===== config.mk =====
export PLATFORM = sky130hd
export DESIGN_NAME = flag_shadow_stack
export DESIGN_NICKNAME = d
export VERILOG_FILES = /design/src/rtl/rat_pkg.sv /design/src/rtl/flag_lifo_mem.sv /design/src/rtl/flag_shadow_stack.sv
export SDC_FILE = /design/constraint.sdc
export NUM_CORES = 1
export LEC_CHECK = 0
export ABC_AREA = 1
export CORE_MARGIN = 10
export CORE_UTILIZATION = 42
export CTS_BUF_LIST = sky130_fd_sc_hd__clkbuf_2 sky130_fd_sc_hd__clkbuf_4 sky130_fd_sc_hd__clkbuf_8
export DETAILED_ROUTE_END_ITERATION = 8
export GPL_TIMING_DRIVEN = 0
export PLACE_DENSITY_LB_ADDON = 0.25
export SLEW_MARGIN = 10
export SYNTH_ARGS = -nofsm -noshare
export SYNTH_HDL_FRONTEND = slang
export SYNTH_SLANG_ARGS = --single-unit

===== constraint.sdc =====
create_clock -name CLK -period 3.3 [get_ports CLK]
set_input_delay 0.495 -clock CLK [delete_from_list [all_inputs] [get_ports CLK]]
set_output_delay 0.495 -clock CLK [all_outputs]
set_load 0.03 [all_outputs]

===== src/rtl/rat_pkg.sv =====
// Shared RAT types: the saved flag pair and the default shadow-stack depth.
package rat_pkg;

  typedef struct packed {
    logic c;
    logic z;
  } flags_t;

  localparam int SHAD_DEPTH_DEF = 4;

endpackage


===== src/rtl/flag_lifo_mem.sv =====
// Flag-pair storage for the shadow stack: synchronous write, asynchronous read.
module flag_lifo_mem
  import rat_pkg::*;
#(
  parameter int DEPTH = SHAD_DEPTH_DEF,
  parameter int IDX_W = $clog2(DEPTH)
) (
  input  logic             i_clk,
  input  logic             i_we,
  input  logic [IDX_W-1:0] i_waddr,
  input  flags_t           i_wdata,
  input  logic [IDX_W-1:0] i_raddr,
  output flags_t           o_rdata
);

  flags_t r_mem [DEPTH];

  always_ff @(posedge i_clk) begin
    if (i_we) begin
      r_mem[i_waddr] <= i_wdata;
    end
  end

  assign o_rdata = r_mem[i_raddr];

endmodule


===== src/rtl/flag_shadow_stack.sv =====
// LIFO of C/Z flag pairs saved on interrupt entry and restored on RETIE/RETID.
module flag_shadow_stack
  import rat_pkg::*;
#(
  parameter int DEPTH = SHAD_DEPTH_DEF,
  parameter int PTR_W = $clog2(DEPTH + 1)
) (
  input  logic             CLK,
  input  logic             RST_N,
  input  logic             C_FLAG,
  input  logic             Z_FLAG,
  input  logic             SHAD_PUSH,
  input  logic             SHAD_POP,
  input  logic             ERR_CLR,
  output logic             SHAD_C,
  output logic             SHAD_Z,
  output logic             RESTORE_VLD,
  output logic [PTR_W-1:0] LEVEL,
  output logic             EMPTY,
  output logic             FULL,
  output logic             OVF_ERR,
  output logic             UNF_ERR
);

  localparam int               IDX_W   = (DEPTH > 1) ? $clog2(DEPTH) : 1;
  localparam logic [PTR_W-1:0] LVL_MAX = PTR_W'(DEPTH);
  localparam logic [PTR_W-1:0] LVL_ONE = PTR_W'(1);

  logic [PTR_W-1:0] r_level;
  flags_t           r_shad;
  logic             r_vld;
  logic             r_ovf;
  logic             r_unf;

  logic [PTR_W-1:0] w_level_m1;
  logic             w_empty;
  logic             w_full;
  logic             w_pop_ok;
  logic             w_push_ok;
  logic             w_we;
  logic             w_ovf_set;
  logic             w_unf_set;
  logic [IDX_W-1:0] w_waddr;
  logic [IDX_W-1:0] w_raddr;
  flags_t           w_live;
  flags_t           w_top;

  assign w_level_m1 = r_level - LVL_ONE;
  assign w_empty    = (r_level == '0);
  assign w_full     = (r_level == LVL_MAX);
  assign w_live     = {C_FLAG, Z_FLAG};

  // A same-cycle pop frees the top slot, so a push alongside a pop never overflows.
  assign w_pop_ok  = SHAD_POP && !w_empty;
  assign w_push_ok = SHAD_PUSH && (SHAD_POP || !w_full);
  assign w_we      = w_push_ok && RST_N;
  assign w_ovf_set = SHAD_PUSH && !SHAD_POP && w_full;
  assign w_unf_set = SHAD_POP && w_empty;

  // Push+pop overwrites the popped slot in place; otherwise push goes to the next free slot.
  assign w_waddr = w_pop_ok ? IDX_W'(w_level_m1) : IDX_W'(r_level);
  assign w_raddr = w_empty ? '0 : IDX_W'(w_level_m1);

  flag_lifo_mem #(
    .DEPTH (DEPTH),
    .IDX_W (IDX_W)
  ) u_mem (
    .i_clk   (CLK),
    .i_we    (w_we),
    .i_waddr (w_waddr),
    .i_wdata (w_live),
    .i_raddr (w_raddr),
    .o_rdata (w_top)
  );

  always_ff @(posedge CLK) begin
    if (!RST_N) begin
      r_level <= '0;
      r_shad  <= '0;
      r_vld   <= 1'b0;
      r_ovf   <= 1'b0;
      r_unf   <= 1'b0;
    end else begin
      r_vld <= w_pop_ok;
      if (w_pop_ok) begin
        r_shad <= w_top;
      end
      if (w_pop_ok && !SHAD_PUSH) begin
        r_level <= w_level_m1;
      end else if (SHAD_PUSH && !SHAD_POP && !w_full) begin
        r_level <= r_level + LVL_ONE;
      end else if (SHAD_PUSH && SHAD_POP && w_empty) begin
        r_level <= LVL_ONE;
      end
      r_ovf <= w_ovf_set || (r_ovf && !ERR_CLR);
      r_unf <= w_unf_set || (r_unf && !ERR_CLR);
    end
  end

  assign LEVEL       = r_level;
  assign EMPTY       = w_empty;
  assign FULL        = w_full;
  assign SHAD_C      = r_shad.c;
  assign SHAD_Z      = r_shad.z;
  assign RESTORE_VLD = r_vld;
  assign OVF_ERR     = r_ovf;
  assign UNF_ERR     = r_unf;

endmodule


==> results.py <==
metrics = {
    "route": {
        "wire_per_inst_um": 10.3,
        "via_per_inst": 4.56,
        "drt.antenna.violating_nets": 0,
        "first_pass_iters": 4,
        "drt-total-wl_mm": 1.62,
        "remaining_drc_errors": 0,
        "dr_total_vias": 716,
        "dr.first_iter.drc_count": 16,
    },
    "placed_design": {
        "port_buffers": 16,
        "place_area_um2": 1080,
        "place_inst": 153,
        "dp_slack_ps": 902,
        "dp_hpwl_mm": 1.33,
        "gp_congestion": 0.821,
    },
    "global_route": {
        "grt_antenna_before_repair": 0,
        "grt_pass1_wl_mm": 2.78,
        "grt_usage_pct": 8.22,
        "grt_max_degree": 10,
        "grt_pass1_vias": 671,
        "gr-total-overflow": 0,
    },
    "cts": {
        "holdBufCountCts": 0,
        "cts.htree.levels": 1,
        "cts_tree": "yes",
        "cts_root_buffer": "clkbuf_4",
        "cts_buffers": 3,
        "cts.sinks": 16,
        "cts_buffer_depth": 2,
        "cts.clk_slew.worst_paths_ps": 90,
        "clk_latency_ps": 280,
        "postCtsSetupRepairBufs": 0,
        "cts_resized": 0,
    },
    "layout": {
        "finalInstanceArea_um2": 1110,
        "final_cells": 157,
        "num_antenna_cells": 0,
        "syn_to_final_growth_pct": 26.0,
        "fin_nets": 141,
        "drive_above_1_share_pct": 13.1,
        "fin_util_pct": 56.3,
    },
    "sta": {
        "final_max_slew_viol_count": 0,
        "skew_ps": 1.38,
        "worst_slack_ps": 607,
        "fin_crit_sh_pct": 81.6,
        "relSlewSlack_pct": 76.5,
        "fmax_mhz": 371,
        "setup_viol": 0,
        "hold_viol_final": 0,
        "fin_setup_tns_ps": 0,
        "holdWs_ps": 464,
        "tightest_slew_ps": 351,
        "fin_crit_ps": 2690,
        "rsz0062_at_grt": "no",
    },
    "worst_setup_path": {
        "cp_data_arrival_time_ps": 2200,
        "path_class": "flip-flop to output port",
        "worst_setup_path_end_kind": "output port",
        "crit_required_ps": 2800,
        "path_max_fanout": 8,
        "critPathLaunchType": "flip-flop",
    },
    "power": {
        "clockPowerShare_pct": 19.4,
        "p_int_mw": 0.405,
        "power.switching_mw": 0.252,
        "switching_share_pct": 38.4,
        "p_leak_nw": 0.503,
        "seqPwrFrac_pct": 37.4,
        "power.total_mw": 0.657,
        "pwr-share-comb_pct": 43.2,
        "cellPowerDensity_nw_per_um2": 589,
        "vdd_drop_max_mv": 0.318,
    },
    "synth": {
        "ys_warn_count": 0,
        "async_flop_share_pct": 0,
        "syn_nets": 120,
        "ys_seq_area_share_pct": 45.3,
        "synth_edf_count": 8,
        "synth-main-ff-cell": "edfxtp_1",
        "synth_top_area_cell": "edfxtp_1",
        "syn-cell-area_um2": 885,
        "synth.area.top_cells": "edfxtp_1, dfxtp_1, nand2_1",
        "netlist_instances": 110,
        "ys_types": 22,
        "ys_ff_latch": 16,
        "synth_top_cell_area_share_pct": 27.2,
        "avgSynthCellArea_um2": 8.04,
    },
    "die": {
        "initial_utilization_pct": 44.6,
        "die_h_um": 65.9,
        "die_area_um2": 4340,
        "rows": 16,
        "fp.dieW_um": 65.9,
        "core_um2": 1980,
        "pin_count": 17,
    },
    "status": {
        "status": "completed",
    },
    "run": {
        "drv_cap": 0,
    },
    "worst_hold_path": {
        "hold_path.class": "flip-flop to flip-flop",
    },
}
-- routing by layer --
layer	wire length [um]	vias to the layer above	GRT usage, %
met3	142	4	3.56
met2	732	19	13.2
met1	714	304	8.78
met4	30	0	4.81
li1	-	389	-
met5	0	-	0
-- state kept, by name (all words and copies together) (netlist names) --
name	flops
u_mem.r_mem	8
LEVEL	3
OVF_ERR	1
RESTORE_VLD	1
SHAD_C	1
SHAD_Z	1
UNF_ERR	1
-- critical path, stage by stage (launching register included) --
cell and delay (ps):
dfxtp_1 380, inv_1 230, ha_1 340, nand2_1 150, inv_1 130, clkdlybuf4s50_1 680
-- synth_stat cells, types with 2 or more instances --
| cell | n |
|---|---|
| nand2_1 | 24 |
| nor2_1 | 17 |
| inv_1 | 16 |
| dfxtp_1 | 8 |
| edfxtp_1 | 8 |
| nand3_1 | 8 |
| a21oi_1 | 4 |
| nand4_1 | 4 |
| ha_1 | 3 |
| inv_2 | 3 |
| nand2_4 | 2 |
| nand3_2 | 2 |
| xor2_1 | 2 |
-- final timing paths --
path,start,end,slack (ps),cells after the start
hold / removal,UNF_ERR$_SDFF_PN0_,UNF_ERR$_SDFF_PN0_,460,2
hold reg to reg,UNF_ERR$_SDFF_PN0_,UNF_ERR$_SDFF_PN0_,460,2
setup reg to reg,LEVEL[0]$_SDFFE_PN0P_,u_mem.r_mem[2][1]$_DFFE_PP_,1340,7
setup / recovery,LEVEL[0]$_SDFFE_PN0P_,FULL,610,5
-- power by group through the flow --
stage	sequential (mW)	combinational (mW)	clock, mW
detailed placement	0.251	0.287	0
floorplan	0.279	0.177	0
CTS	0.246	0.287	0.133
global placement	0.250	0.286	0
global route	0.249	0.313	0.144
finish	0.246	0.284	0.127
-- cells in the final DEF (no fill, tap or decap), types with 2 or more instances in the layout --
cell type	instances
nand2_1	24
nor2_1	17
inv_1	16
clkdlybuf4s50_1	16
dfxtp_1	8
nand3_1	8
edfxtp_1	8
nand4_1	4
a21oi_1	4
inv_2	3
ha_1	3
clkbuf_4	3
nand2_4	2
nand3_2	2
xor2_1	2
-- layout make-up --
class                   count  area [um^2]
fillers                   192          867
repair buffers             16          160
clock buffers               4         36.3
multi-input cells          73          400
well taps                  27         33.8
flip-flops and latches     16          400
inverters                  21         83.8
-- cells by family (layout without fill, tap and decap cells) --
logic type	Yosys count	in the layout	share of synthesized area, %
AO/OA/AOI/OAI	8	8	5.80
flip-flops	16	16	45.3
AND/OR/NAND/NOR	60	60	33.2
XOR/XNOR	2	2	1.98
buffers and inverters	21	41	9.48
adder cells (fa/ha/maj)	3	3	4.24
(Power assumes the default switching activity.)
